**src/rtl/regfile_wb.sv**
```systemverilog
// Y86 write-back stage: serialises retiring E/M results onto the single
// register-file write port, tracks halt, bad destinations and retire count.
module regfile_wb #(
    parameter int DATA_W = 32,
    parameter int ADDR_W = 8,
    parameter int REGNUM = 8,
    parameter int NOREG  = 'h0F
) (
    input  logic              clk,
    input  logic              rst,
    input  logic              in_valid,
    output logic              in_ready,
    input  logic [ADDR_W-1:0] in_dstE,
    input  logic [DATA_W-1:0] in_valE,
    input  logic [ADDR_W-1:0] in_dstM,
    input  logic [DATA_W-1:0] in_valM,
    input  logic              in_halt,
    output logic              wr_en,
    output logic [ADDR_W-1:0] wr_addr,
    output logic [DATA_W-1:0] wr_data,
    output logic              halted,
    output logic              bad_dst,
    output logic [31:0]       retired
);

    localparam logic [ADDR_W-1:0] NO = ADDR_W'(NOREG);
    localparam logic [ADDR_W-1:0] RN = ADDR_W'(REGNUM);

    typedef enum logic [1:0] {IDLE, WR_E, WR_M, HALTED} state_t;

    state_t            state_q, state_d;
    logic              m_pend;
    logic [ADDR_W-1:0] pend_addr;
    logic [DATA_W-1:0] pend_data;

    logic              accept;
    logic              e_bad, m_bad;
    logic [ADDR_W-1:0] e_id, m_id;
    logic              has_e, has_m;

    always_comb begin
        e_bad = (in_dstE != NO) && (in_dstE >= RN);
        m_bad = (in_dstM != NO) && (in_dstM >= RN);
        e_id  = e_bad ? NO : in_dstE;
        m_id  = m_bad ? NO : in_dstM;
        has_m = (m_id != NO);
        // popl %esp: both target the same register, the memory value wins
        has_e = (e_id != NO) && (e_id != m_id);
    end

    assign in_ready = (state_q == IDLE)
                    | ((state_q == WR_E) & ~m_pend)
                    | (state_q == WR_M);
    assign accept   = in_valid & in_ready;

    always_comb begin
        state_d = state_q;
        unique case (state_q)
            HALTED: state_d = HALTED;
            default: begin
                if (accept) begin
                    if (in_halt)    state_d = HALTED;
                    else if (has_e) state_d = WR_E;
                    else if (has_m) state_d = WR_M;
                    else            state_d = IDLE;
                end else if (state_q == WR_E && m_pend) begin
                    state_d = WR_M;
                end else begin
                    state_d = IDLE;
                end
            end
        endcase
    end

    always_ff @(posedge clk) begin
        if (rst) begin
            state_q   <= IDLE;
            m_pend    <= 1'b0;
            pend_addr <= NO;
            pend_data <= '0;
            wr_en     <= 1'b0;
            wr_addr   <= NO;
            wr_data   <= '0;
            halted    <= 1'b0;
            bad_dst   <= 1'b0;
            retired   <= '0;
        end else begin
            state_q <= state_d;
            wr_en   <= 1'b0;
            if (accept) begin
                m_pend <= 1'b0;
                if (in_halt) begin
                    halted <= 1'b1;
                end else begin
                    retired <= retired + 32'd1;
                    if (e_bad || m_bad) bad_dst <= 1'b1;
                    if (has_e) begin
                        wr_en     <= 1'b1;
                        wr_addr   <= e_id;
                        wr_data   <= in_valE;
                        m_pend    <= has_m;
                        pend_addr <= m_id;
                        pend_data <= in_valM;
                    end else if (has_m) begin
                        wr_en   <= 1'b1;
                        wr_addr <= m_id;
                        wr_data <= in_valM;
                    end
                end
            end else if (m_pend) begin
                wr_en   <= 1'b1;
                wr_addr <= pend_addr;
                wr_data <= pend_data;
                m_pend  <= 1'b0;
            end
        end
    end

endmodule
```
**config.mk**
```make
export PLATFORM = sky130hd
export DESIGN_NAME = regfile_wb
export DESIGN_NICKNAME = d
export VERILOG_FILES = /design/src/rtl/regfile_wb.sv
export SDC_FILE = /design/constraint.sdc
export NUM_CORES = 1
export LEC_CHECK = 0
export ABC_CLOCK_PERIOD_IN_PS = 2800
export CAP_MARGIN = 20
export CORE_MARGIN = 8
export CORE_UTILIZATION = 25
export CTS_CLUSTER_DIAMETER = 80
export DETAILED_ROUTE_END_ITERATION = 6
export PLACE_DENSITY = 0.45
export SLEW_MARGIN = 30
export SYNTH_ARGS = -nofsm -noshare
export SYNTH_HDL_FRONTEND = slang
export SYNTH_SLANG_ARGS = --single-unit
```
**constraint.sdc**
```tcl
create_clock -name clk -period 2.8 [get_ports clk]
set_input_delay 0.56 -clock clk [delete_from_list [all_inputs] [get_ports clk]]
set_output_delay 0.56 -clock clk [all_outputs]
set_load 0.1 [all_outputs]
```
* Word-level counts from Yosys, hierarchy flattened
Cells that the tools add are included.
Storage, ports and cells: bits in registers 118, input bits 84, output and inout port bits 76, logic and storage cells 67
Operators by class: $add $sub $neg 1, order comparisons 2, eq/ne operators 10, mux-type cells 23, bitwise operators 8, reductions and logical operators 13
Operator list (number):
- $mux W32 | 5
- $mux W8 | 7
- $add A32 B1 Y32 const B | 1
- $ne A8 B4 Y1 const B | 4
- $ge A8 B4 Y1 const B | 2
- $mux W2 | 6
- $reduce_and A3 Y1 | 3
- $ne A8 B8 Y1 | 1
- $mux W1 | 5
- $eq A2 B2 Y1 const B | 2
- $logic_and A1 B1 Y1 | 4
- $not A1 Y1 | 4
- $reduce_and A2 Y1 | 2
- $reduce_or A4 Y1 | 1
- $ne A3 B1 Y1 const B | 1
- $and A1 B1 Y1 | 2
- $eq A2 B1 Y1 const B | 1
- $logic_not A2 Y1 | 1
- $ne A2 B2 Y1 const B | 1
- $or A1 B1 Y1 | 2
- $reduce_bool A2 Y1 | 1
- $logic_or A1 B1 Y1 | 1

* Longest topological paths before layout
depth in word-level cells 9, gate-level depth with buffers 8, gate-level depth less buffers 6

* Least setup slack after synthesis
Ideal clock, no wire load.
kind register to register, start reg state_q[1], end reg wr_data[12], setup time 0.073 ns, arrival time 2.593 ns, data required time 2.727 ns, path slack 0.134 ns, stages on the path, launching flop included 8, buffers on the path 2, clock period less this slack 2.666 ns, path through dfxtp_1 > o21ai_2 > nand2_1 > a22oi_2 > buf_2 > clkbuf_1 > nand3b_1 > o211ai_2
On the way: word-level cells in the longest chain between the ends 7, elaborated cells between the ends (all ways) 12, those cells by class eq/ne (4); mux (1); bitwise (4); reduce/logical (3)
RTL lines:
- from (decl) | RTL line 31 | state_t state_q, state_d;
- from (signal assigned) | RTL line 88 | state_q <= state_d;
- $eq A2 B1 Y1 | RTL line 52 | | ((state_q == WR_E) & ~m_pend)
- $and A1 B1 Y1 | RTL line 52
- $or A1 B1 Y1 | RTL line 52
- $or A1 B1 Y1 (*) | RTL line 53 | | (state_q == WR_M);
- net in_ready | RTL line 12 | output logic in_ready,
- $and A1 B1 Y1 (*) | RTL line 54 | assign accept = in_valid & in_ready;
- $ne A3 B1 Y1 (no source line), or another cell as far along
- $reduce_and A3 Y1 (no source line)
- to (signal assigned) | RTL line 100 | wr_data <= in_valE;
- to (signal assigned) | RTL line 107 | wr_data <= in_valM;
- to (signal assigned) | RTL line 113 | wr_data <= pend_data;
- to (decl) | RTL line 20 | output logic [DATA_W-1:0] wr_data,
Mark *: on every way through the listed nets, which the timed path passes. The rest lies on a longest branch. A chain may end at the register's enable or synchronous reset.

* Final worst setup path
start in in_dstE[4], end reg wr_data[14]
On the way: word-level cells in the longest chain between the ends 8, elaborated cells between the ends (all ways) 12, those cells by class order compare (1); eq/ne (4); mux (4); reduce/logical (3)
RTL lines:
- from (decl) | RTL line 13 | input logic [ADDR_W-1:0] in_dstE,
- $ge A8 B4 Y1 / $ne A8 B4 Y1 (equally long branches) | RTL line 42 | e_bad = (in_dstE != NO) && (in_dstE >= RN);
- $logic_and A1 B1 Y1 | RTL line 42
- $mux W8 (*) | RTL line 44 | e_id = e_bad ? NO : in_dstE;
- $ne A8 B4 Y1 / $ne A8 B8 Y1 (equally long branches) | RTL line 48 | has_e = (e_id != NO) && (e_id != m_id);
- $logic_and A1 B1 Y1 (*) | RTL line 48
- $mux W32 | RTL line 97 | if (has_e) begin
- $mux W32 | RTL line 92 | if (in_halt) begin
- $mux W32 | RTL line 90 | if (accept) begin
Every way passes the cells marked *; elsewhere a longest branch is shown, timed or not. The select of a mux whose other input is x is not followed.

==> flow_summary.yaml <==
run_status:
  outcome: "finished, final reports clean"
sta:
  hold_viol: 0
  finalSetupViolations: 0
  tns_ns: 0
  period_share_pct: 85.50
  whs_ns: 0.4545
  finClkSkew_ns: 0.006393
  tightest_slew_ns: 0.5644
  grt_setup_unrepaired: "no"
  max_freq_mhz: 417.7
  relSlewSlack_pct: 62.08
  period_needed_ns: 2.394
  finalMaxSlewViolations: 0
yosys:
  seq_area_frac_synth_pct: 42.10
  synth_edf_count: 0
  yosysWarnings: 0
  synthDistinctLibCells: 51
  syn_area_per_cell_um2: 9.154
  synth-async-reset-ratio_pct: 0
  synth_cells: 613
  synthesis.area_um2: 5612
  synth_nets: 698
  ys_ff_latch: 118
  ys.flop_type: "dfxtp_1"
floorplanning:
  ios: 160
  dieArea_um2: 27500
  core_um2: 22370
  die_h_um: 165.8
  num_rows: 55
  start_util_pct: 25.09
  die_w_um: 165.8
cells_and_area:
  drive_above_1_share_pct: 23.42
  n_antenna_cell: 0
  syn2layout_area_growth_pct: 41.85
  final_nets: 849
  layout_common_cells: "117 x dfxtp_1, 92 x buf_4, 82 x clkdlybuf4s50_1, 80 x nand2_1, 53 x a21oi_1"
  fin_area_um2: 7960
  post-route-util_pct: 35.59
  final_common_cell: "dfxtp_1"
drt:
  drtPass1Iterations: 4
  vias: 5038
  avgRoutedWirePerCell_um: 16.89
  drt-total-wl_um: 17940
  viasPerCell: 4.744
  final_antenna_net_count: 0
  drc: 0
  drt-initial-drc-count: 256
power:
  ir_drop_v: 0.0003479
  power_density_nw_per_um2: 525.2
  p_leak_nw: 2.882
setup_path:
  rrSetupSlack_ns: 0.70
  cp_num_buf_inv: 2
  critical_path_depth: 7
  crit_type: "in -> reg"
  r2r_end: "wr_data[14]"
  start_kind: "input pin"
  slowest_stage: "or4_4"
  arrival_ns: 2.73
  reg2reg_from: "state_q[1]"
  reg2reg_depth: 5
  cp_top_family: "simple AND/OR/NAND/NOR gates"
  cp-end-kind: "flip-flop"
  path_max_fanout: 14
  path_cells: "clkdlybuf4s50_1 -> or4_4 -> o22ai_2 -> a22oi_2 -> or3_2 -> buf_4 -> o211ai_2"
  required_ns: 3.14
  slowest_delay_ns: 0.56
clock_network:
  clock_latency_ns: 0.41
  ctsResizeCount: 0
  post_cts_buffers: 0
  clock-sinks: 118
  cts_buffer_depth: 2
  cts_hold_buf: 0
  cts_root_buf: "clkbuf_16"
  h-tree-depth: 4
  tritoncts: "built"
  clkSlewWorstSetupHoldPaths_ns: 0.05
  cts_buffers: 17
grt:
  grt_pass1_wl_um: 28910
  grt_max_degree: 65
  grt_pass1_vias: 5353
  antenna_found_initial: 0
  gr-usage-all-layers_pct: 13.03
  overflow: 0
min_path:
  hold_end: "pend_data[11]"
  hp-start: "pend_data[11]"
  hold_path.class: "reg -> reg"
  min_delay_path_depth: 2
placed_design:
  gp_congestion: 0.7705
  placed_area_um2: 7378
  placement.io_buffers: 159
  hpwl_um: 12770
job:
  cap_violations: 0
-- cell usage after synthesis (2+ instances only) --
cell      instances  area share [%]
dfxtp_1         118              42
nand2_1          81             5.4
a21oi_1          53             4.7
nor2_1           38             2.5
nand3b_1         34             4.5
clkbuf_1         33             2.2
mux2i_1          32             5.7
nand4b_1         32             5.0
o211ai_2         30             6.7
xnor2_1          22             3.4
nand3_1          18             1.6
nor3_1           16             1.4
and2_1            7            0.78
inv_1             7            0.47
or3_1             7            0.78
and3_1            6            0.67
buf_6             6             1.2
nand4_1           6            0.67
nor4_1            6            0.67
buf_2             5            0.45
buf_4             5            0.67
nor2b_1           5            0.56
o21ai_0           5            0.45
mux2_2            4            0.80
a211oi_1          3            0.40
and4_1            3            0.47
a21bo_2           2            0.36
a31oi_1           2            0.22
o211ai_1          2            0.27
o311ai_0          2            0.31
or4_4             2            0.40
xor2_1            2            0.31
-- per-stage QoR --
stage          setup WS (ns)  cells  power [mW]
6_report              0.4060   1062       4.180
5_1_grt               0.3423   1062       4.362
4_1_cts               0.4153   1062       4.257
3_5_place_dp        -0.01760   1030       2.080
3_3_place_gp         0.02568   1030       2.078
2_1_floorplan         0.1339    613       1.893
-- flip-flops by register name, indices dropped and copies added (netlist names) --
signal     count
wr_data       32
pend_addr      8
pend_data     32
retired       32
wr_en          1
bad_dst        1
wr_addr        8
halted         1
m_pend         1
state_q        2
-- routing by layer --
metal	share of wire (%)	wire length [um]	global-route usage [%]
met5	0	0	0
met1	45	8005	15.16
met3	4.9	885	4.231
met2	49	8808	22.47
met4	1.3	236	3.834
-- worst max-delay path by stage --
stage	startpoint	endpoint	slack, ns
after detailed placement	in_dstE[4]	wr_data[14]	-0.02
after floorplan	state_q[1]	wr_data[12]	0.13
after CTS	in_dstE[4]	wr_data[14]	0.42
after global routing	in_dstE[4]	wr_data[14]	0.34
after global placement	in_dstE[4]	wr_data[17]	0.03
final	in_dstE[4]	wr_data[14]	0.41
-- power breakdown --
group / total, mW / switching (mW) / internal, mW
Sequential: 1.70 / 0.00659 / 1.69
Clock: 2.14 / 0.829 / 1.31
Combinational: 0.345 / 0.180 / 0.165
-- kinds of logic after synthesis --
kind of cell               Yosys count  share of synthesized area (%)
AOI/OAI and AO/OA                  110                          15.72
xor gates and xnor gates            24                          3.746
adders and majority gates            1                         0.2229
buffers and inverters               56                          4.994
DFF                                118                          42.10
muxes                               36                          6.511
and+or+nand+nor                    268                          26.71
-- worst reg2reg max path, delay by kind of cell (launching register included) --
kind,cells,cell delay [ns]
simple gates,2,0.86
compound gates,2,0.61
flops,1,0.31
buf+inv,1,0.25
-- cell type report --
class	count	area (um2)
flip-flops and latches	118	2364
fillers	2293	14410
inverters	7	26.28
well taps	285	356.6
multi-input cells	439	2980
clock buffers	17	425.4
repair buffers	181	1652
clock inverters	15	156.4
(Power assumes the default switching activity.)
